<file path="src/rtl/ram_arbiter_pkg.sv">
// Shared constants and the round-robin pick for the two-master RAM arbiter.
package ram_arbiter_pkg;

    localparam logic [1:0] ST_IDLE   = 2'd0;
    localparam logic [1:0] ST_ACCESS = 2'd1;
    localparam logic [1:0] ST_DONE   = 2'd2;

    localparam int DEF_ADDR_W = 8;
    localparam int DEF_DATA_W = 8;

    // Returns the winning master index (0 or 1); on a tie the master that did not win last time goes.
    function automatic logic rr_pick(input logic req0, input logic req1, input logic last);
        return (req0 && req1) ? ~last : req1;
    endfunction

endpackage

</file>
<file path="src/rtl/ram_arbiter_if.sv">
// Bus bundle between the two masters and the arbiter; slave is the arbiter side.
interface ram_arbiter_if
    import ram_arbiter_pkg::*;
#(
    parameter int ADDR_W = DEF_ADDR_W,
    parameter int DATA_W = DEF_DATA_W
) ();
    // Handshake: a master holds req/wr/addr/wdata stable until its one-cycle ack;
    // rdata is valid while the owner's ack is high; req high again after ack is a new request.
    logic              m0_req;
    logic              m0_wr;
    logic [ADDR_W-1:0] m0_addr;
    logic [DATA_W-1:0] m0_wdata;
    logic              m0_ack;
    logic              m1_req;
    logic              m1_wr;
    logic [ADDR_W-1:0] m1_addr;
    logic [DATA_W-1:0] m1_wdata;
    logic              m1_ack;
    logic [DATA_W-1:0] rdata;
    logic              busy;
    logic [1:0]        dbg_state;

    modport slave (
        input  m0_req, m0_wr, m0_addr, m0_wdata,
        input  m1_req, m1_wr, m1_addr, m1_wdata,
        output m0_ack, m1_ack, rdata, busy, dbg_state
    );

    modport master (
        output m0_req, m0_wr, m0_addr, m0_wdata,
        output m1_req, m1_wr, m1_addr, m1_wdata,
        input  m0_ack, m1_ack, rdata, busy, dbg_state
    );
endinterface

</file>
<file path="src/rtl/ram_arbiter_ram.sv">
// Single-port RAM: synchronous write, combinational read, contents not reset.
module ram #(
    parameter int ADDR_W = 8,
    parameter int DATA_W = 8
) (
    input  logic              clk,
    input  logic [ADDR_W-1:0] addr,
    input  logic [DATA_W-1:0] wdata,
    input  logic              wr,
    output logic [DATA_W-1:0] rdata
);
    logic [DATA_W-1:0] r_mem [0:(2**ADDR_W)-1];

    always_ff @(posedge clk) begin
        if (wr) begin
            r_mem[addr] <= wdata;
        end
    end

    assign rdata = r_mem[addr];
endmodule

</file>
<file path="src/rtl/ram_arbiter.sv">
// Round-robin arbiter serialising two masters into fixed three-cycle accesses to one owned RAM.
module ram_arbiter
    import ram_arbiter_pkg::*;
#(
    parameter int ADDR_W = DEF_ADDR_W,
    parameter int DATA_W = DEF_DATA_W
) (
    input  logic          clk,
    input  logic          reset,
    ram_arbiter_if.slave  bus
);
    logic [1:0]        r_state;
    logic              r_owner;
    logic              r_last;
    logic              r_wr;
    logic [ADDR_W-1:0] r_addr;
    logic [DATA_W-1:0] r_wdata;
    logic [DATA_W-1:0] r_rdata;
    logic              r_m0_ack;
    logic              r_m1_ack;

    logic              w_any_req;
    logic              w_grant;
    logic              w_ram_wr;
    logic [DATA_W-1:0] w_ram_rdata;

    assign w_any_req = bus.m0_req | bus.m1_req;
    assign w_grant   = rr_pick(bus.m0_req, bus.m1_req, r_last);
    // Gated by reset as well so a reset landing in ACCESS can never commit a write.
    assign w_ram_wr  = (r_state == ST_ACCESS) && r_wr && !reset;

    always_ff @(posedge clk or posedge reset) begin
        if (reset) begin
            r_state  <= ST_IDLE;
            r_owner  <= 1'b0;
            r_last   <= 1'b1;
            r_wr     <= 1'b0;
            r_addr   <= '0;
            r_wdata  <= '0;
            r_rdata  <= '0;
            r_m0_ack <= 1'b0;
            r_m1_ack <= 1'b0;
        end else begin
            r_m0_ack <= 1'b0;
            r_m1_ack <= 1'b0;
            case (r_state)
                ST_IDLE: begin
                    if (w_any_req) begin
                        r_owner <= w_grant;
                        r_wr    <= w_grant ? bus.m1_wr    : bus.m0_wr;
                        r_addr  <= w_grant ? bus.m1_addr  : bus.m0_addr;
                        r_wdata <= w_grant ? bus.m1_wdata : bus.m0_wdata;
                        r_state <= ST_ACCESS;
                    end
                end
                ST_ACCESS: begin
                    if (!r_wr) begin
                        r_rdata <= w_ram_rdata;
                    end
                    r_last   <= r_owner;
                    r_m0_ack <= ~r_owner;
                    r_m1_ack <= r_owner;
                    r_state  <= ST_DONE;
                end
                ST_DONE: begin
                    r_state <= ST_IDLE;
                end
                default: begin
                    r_state <= ST_IDLE;
                end
            endcase
        end
    end

    ram #(
        .ADDR_W (ADDR_W),
        .DATA_W (DATA_W)
    ) u_ram (
        .clk   (clk),
        .addr  (r_addr),
        .wdata (r_wdata),
        .wr    (w_ram_wr),
        .rdata (w_ram_rdata)
    );

    assign bus.m0_ack    = r_m0_ack;
    assign bus.m1_ack    = r_m1_ack;
    assign bus.rdata     = r_rdata;
    assign bus.busy      = (r_state != ST_IDLE);
    assign bus.dbg_state = r_state;
endmodule

</file>
<file path="src/flat_wrapper.sv">
// flat-port wrapper written by rule: the top's interface ports become plain ports
module ram_arbiter_flat import ram_arbiter_pkg::*;
#(
    parameter int ADDR_W = DEF_ADDR_W,
    parameter int DATA_W = DEF_DATA_W
)
  (clk, reset, bus_m0_req, bus_m0_wr, bus_m0_addr, bus_m0_wdata, bus_m1_req, bus_m1_wr, bus_m1_addr, bus_m1_wdata, bus_m0_ack, bus_m1_ack, bus_rdata, bus_busy, bus_dbg_state);
  ram_arbiter_if #(.ADDR_W(ADDR_W), .DATA_W(DATA_W)) bus_i ();
  input  logic clk;
  input  logic reset;
  input wire logic [$bits(bus_i.m0_req)-1:0] bus_m0_req;
  input wire logic [$bits(bus_i.m0_wr)-1:0] bus_m0_wr;
  input wire logic [$bits(bus_i.m0_addr)-1:0] bus_m0_addr;
  input wire logic [$bits(bus_i.m0_wdata)-1:0] bus_m0_wdata;
  input wire logic [$bits(bus_i.m1_req)-1:0] bus_m1_req;
  input wire logic [$bits(bus_i.m1_wr)-1:0] bus_m1_wr;
  input wire logic [$bits(bus_i.m1_addr)-1:0] bus_m1_addr;
  input wire logic [$bits(bus_i.m1_wdata)-1:0] bus_m1_wdata;
  output wire logic [$bits(bus_i.m0_ack)-1:0] bus_m0_ack;
  output wire logic [$bits(bus_i.m1_ack)-1:0] bus_m1_ack;
  output wire logic [$bits(bus_i.rdata)-1:0] bus_rdata;
  output wire logic [$bits(bus_i.busy)-1:0] bus_busy;
  output wire logic [$bits(bus_i.dbg_state)-1:0] bus_dbg_state;
  assign bus_i.m0_req = bus_m0_req;
  assign bus_i.m0_wr = bus_m0_wr;
  assign bus_i.m0_addr = bus_m0_addr;
  assign bus_i.m0_wdata = bus_m0_wdata;
  assign bus_i.m1_req = bus_m1_req;
  assign bus_i.m1_wr = bus_m1_wr;
  assign bus_i.m1_addr = bus_m1_addr;
  assign bus_i.m1_wdata = bus_m1_wdata;
  assign bus_m0_ack = bus_i.m0_ack;
  assign bus_m1_ack = bus_i.m1_ack;
  assign bus_rdata = bus_i.rdata;
  assign bus_busy = bus_i.busy;
  assign bus_dbg_state = bus_i.dbg_state;
  ram_arbiter #(.ADDR_W(ADDR_W), .DATA_W(DATA_W)) u_core (.clk(clk), .reset(reset), .bus(bus_i));
endmodule
</file>
<file path="config.mk">
export PLATFORM = sky130hd
export DESIGN_NAME = ram_arbiter_flat
export DESIGN_NICKNAME = d
export VERILOG_FILES = /design/src/rtl/ram_arbiter_pkg.sv /design/src/rtl/ram_arbiter_if.sv /design/src/rtl/ram_arbiter_ram.sv /design/src/rtl/ram_arbiter.sv /design/src/flat_wrapper.sv
export SDC_FILE = /design/constraint.sdc
export NUM_CORES = 2
export LEC_CHECK = 0
export ABC_AREA = 1
export BUFFER_PORTS_ARGS = -buffer_cell sky130_fd_sc_hd__buf_2
export CORE_ASPECT_RATIO = 0.5
export CORE_MARGIN = 5
export CORE_UTILIZATION = 60
export CTS_CLUSTER_DIAMETER = 120
export CTS_CLUSTER_SIZE = 8
export DETAILED_ROUTE_END_ITERATION = 6
export MAX_ROUTING_LAYER = met4
export PLACE_DENSITY_LB_ADDON = 0.12
export RECOVER_POWER = 50
export SLEW_MARGIN = 20
export SYNTH_ARGS = -nofsm -noshare
export SYNTH_HDL_FRONTEND = slang
export SYNTH_HIERARCHICAL = 1
export SYNTH_SLANG_ARGS = --single-unit
</file>
<file path="constraint.sdc">
create_clock -name clk -period 4.7 [get_ports clk]
set_input_delay 0.94 -clock clk [delete_from_list [all_inputs] [get_ports clk]]
set_output_delay 0.94 -clock clk [all_outputs]
set_load 0.02 [all_outputs]
</file>
Word level (Yosys, flattened, before mapping)

Memory sizes are Yosys's and may differ from the RTL's. A register that Yosys moved wholly into a read port is not among the register bits.
Index checks and enable logic that the tools add are counted.

Register bits: 23
RAM bits: 2048
Input bits: 38
Output and inout port bits: 13
Logic and storage cells: 33
Memories kept: 1

Equal/unequal tests: 2
Mux-type cells: 10
Bitwise operators: 4
Reduce and logical (&&, ||, !) cells: 8

Memories:

| name               | depth | width | rd ports | clocked after memory_dff | write ports | line                  | RTL |
|---|---|---|---|---|---|---|---|
| u_core.u_ram.r_mem | 256   | 8     | 1        | 1                        | 1           | ram_arbiter_ram.sv:12 | `logic [DATA_W-1:0] r_mem [0:(2**ADDR_W)-1];` |

Operators with widths:

| kind                 | number |
|---|---|
| $mux W8              | 2 |
| $mux W1              | 6 |
| $pmux W2 S2          | 1 |
| $reduce_and A2 Y1    | 2 |
| $logic_and A1 B1 Y1  | 3 |
| $not A1 Y1           | 3 |
| $eq A2 B1 Y1 const B | 1 |
| $logic_not A2 Y1     | 1 |
| $mux W2              | 1 |
| $ne A2 B1 Y1 const B | 1 |
| $reduce_bool A2 Y1   | 1 |
| $logic_not A1 Y1     | 1 |
| $or A1 B1 Y1         | 1 |

Longest topological paths before layout

Depth in word-level cells: 5
Depth in mapped cells: 17
Mapped depth without buffers: 15

Hierarchy

Netlist, hierarchy kept.

Modules (own cells, without submodules):

| module      | times used | cells each | area an instance (um^2) | seq. area each (um^2) |
|---|---|---|---|---|
| ram         | 1          | 8013       | 84696.2                 | 61499.0 |
| ram_arbiter | 1          | 203        | 1537.7                  | 777.0 |

Worst setup path before layout

OpenSTA, ideal clock, no wires.

Kind: register to register
Start: reg u_core.r_wdata[0]
End: mem u_core.u_ram.r_mem[0][0], data pin
Arrival: 3.183 ns
Data required time: 3.896 ns
Setup slack: 0.713 ns
Cell stages (with the launch flop): 1
Path buffers: 0
Cell sequence: dfrtp_1

RTL lines:

| what                   | line                  | RTL |
|---|---|---|
| start, declared        | ram_arbiter.sv:17     | `logic [DATA_W-1:0] r_wdata;` |
| start signal, assigned | ram_arbiter.sv:52     | `r_wdata <= w_grant ? bus.m1_wdata : bus.m0_wdata;` |
| end, declared          | ram_arbiter_ram.sv:12 |  |

Straight into the memory's write port.

Worst setup path after layout

Start: reg u_core.r_wdata[5]
End: mem u_core.u_ram.r_mem[4][5], data pin

Straight into the memory's write port.

==> impl_metrics.yaml <==
detailed_routing:
  drc: 0
  drt_wl_total_mm: 229
  ant_nets: 0
  first_pass_iters: 6
  first_iter_violations: 6912
  vias_per_cell: 5.75
  vias: 58600
  routedWlPerCell_um: 22.4
worst_setup_path:
  crit_chain: "clkbuf_1"
  crit_slowest_cell: "clkbuf_1"
  worstRegToRegCells: 1
  cpLargestDelayFamily: "buffers and inverters"
  end_kind: "flop"
  rr_endpoint: "u_core/u_ram/r_mem[4][5]"
  path_buf_inv: 1
  ff2ff_setup_slack_ns: 0.60
  worstPathMaxFanout: 72
  cpPeakStageDelay_ns: 2.79
  startpoint_type: "flop"
  critical_path_class: "reg -> reg"
  arrival_ns: 4.09
  r2r_start: "u_core/r_wdata[5]"
  required_ns: 4.69
timing:
  rsz0062_at_grt: "no"
  worstMarginPinSlew_ns: 4.01
  fin_skew_ns: 0.0365
  tns_ns: 0
  min_period_ns: 4.10
  drv_slew: 1213
  finalSetupViolations: 0
  period_share_pct: 87.2
  hold_slack_ns: 0.363
  timing.fmax_mhz: 244
  final_hold_viol_count: 0
  slew_headroom_pct: -168
global_routing:
  first_global_vias: 55900
  grt-ovfl-total: 0
  grt_max_degree: 161
  grt_pass1_wl_mm: 344
  grt_use_total_pct: 30.7
  antenna_found_initial: 7
floorplan:
  initial_utilization_pct: 60.4
  ios: 51
  die_area_mm2: 0.152
  core_mm2: 0.143
  fp.dieH_um: 278
  std_cell_rows: 98
  die_w_um: 546
logic_synthesis:
  yosysWarnings: 6
  yosysSeqAreaShare_pct: 72.2
  syn_nets: 8254
  syn_avg_cell_area_um2: 10.5
  ys_types: 24
  yosys_register_bits: 2079
  synth_area_mm2: 0.0862
  syn_inst: 8216
cts:
  worst_skew_pair.late_latency_ns: 0.80
  clk_pin_slew_ns: 0.05
  cts_buffers: 301
  cts_root_buf: "clkbuf_16"
  clockBufferDepth: 4
  cts.sinks: 2079
  cts_resized: 0
  hold_buffers: 0
  post_cts_buffers: 0
  cts_tree: "built"
  cts_max_level: 5
worst_hold_path:
  min_path_type: "in -> async"
place:
  gp_congestion: 0.894
  place_inst: 9848
  hpwl_mm: 124
  numPortBuffers: 50
finish:
  multiInputGateArea_mm2: 0.0218
  drive_gt1_share_pct: 6.07
  final_cell_mix: "4,825 x nand2_1, 2,048 x edfxtp_1, 363 x nor2_1"
  fin_cells: 10200
  fin_nets: 8289
  fillCellCount: 10400
  ff_latch_area_mm2: 0.0623
  layout_commonest_cell: "nand2_1"
  area_growth_pct: 11.5
pwr:
  p_total_w: 0.0628
  power_density_mw_per_mm2: 653
  p_leak_nw: 38.6
  peakVddDrop_v: 0.000758
job:
  max-cap-violations: 17
status:
  violations: "capacitance limit, slew limit"
  status: "finished, violations left"
==> registers in the layout, summed over array words and instances, names as in the netlist <==
register and cells:
u_core/r_wr 1, u_core/bus.rdata 8, u_core/r_addr 8, u_core/r_owner 1, u_core/bus.m1_ack 1, u_core/u_ram/r_mem 2048
u_core/bus.dbg_state 2, u_core/bus.m0_ack 1, u_core/r_wdata 8, u_core/r_last 1
==> cell families after synthesis <==
| family | share of synthesized area [%] |
|---|---|
| and+or+nand+nor | 24.1 |
| buffers and inverters | 2.56 |
| DFF | 72.2 |
| AOI/OAI and AO/OA | 1.14 |
==> layer usage <==
| layer | vias up | share of wire, % | GRT usage, % |
|---|---|---|---|
| li1 | 26900 | - | - |
| met1 | 28300 | 41 | 43.6 |
| met2 | 2986 | 45 | 45.2 |
| met3 | 461 | 11 | 6.81 |
| met4 | 0 | 3.0 | 9.12 |
| met5 | - | 0 | - |
==> area by class of cell <==
type | count | area share (%)
Antenna cell | 3 | 0.00781
Clock buffer | 338 | 8.13
Clock inverter | 13 | 0.173
Inverter | 75 | 0.328
Multi-Input combinational cell | 5638 | 22.7
Sequential cell | 2079 | 64.8
Tap cell | 1900 | 2.47
Timing Repair Buffer | 156 | 1.40
==> report_power, final <==
group	internal [W]	switching (W)	total (W)
Combinational	0.00435	0.0153	0.0196
Clock	0.0116	0.00728	0.0188
Sequential	0.0235	0.000882	0.0244
==> worst max path at each step <==
stage | from | endpoint | cells past startpoint
finish | u_core/r_wdata[5] | u_core/u_ram/r_mem[4][5] | 1
global route | u_core/r_wdata[5] | u_core/u_ram/r_mem[17][5] | 1
floorplan | u_core/r_wdata[0] | u_core/u_ram/r_mem[0][0] | 0
CTS | u_core/r_addr[1] | u_core/u_ram/r_mem[134][6] | 7
detailed placement | reset | u_core/u_ram/r_mem[148][4] | 5
global placement | reset | u_core/u_ram/r_mem[145][0] | 5
==> cells in the mapped netlist, drive strengths merged <==
cell type | number | area share [%]
dfrtp | 30 | 0.87
clkbuf | 170 | 0.74
edfxtp | 2048 | 71
buf | 254 | 1.5
nand3 | 230 | 1.3
nand2 | 4843 | 21
nor2 | 370 | 1.6
dfstp | 1 | 0.030
inv | 74 | 0.33
nor3 | 1 | 0.0058
clkinv | 1 | 0.0043
a21oi | 32 | 0.19
o21ai | 162 | 0.95
==> through the flow <==
step                      cell area [um2]  util (%)  setup WS (ns)
after global placement              88300      61.8           1.03
after CTS                           96300      67.4           1.04
after floorplan                     86200         -          0.713
after global routing                96100      67.3          0.419
after detailed placement            88300      61.8           1.04
final                               96100      67.3          0.602
(Power assumes the default switching activity.)
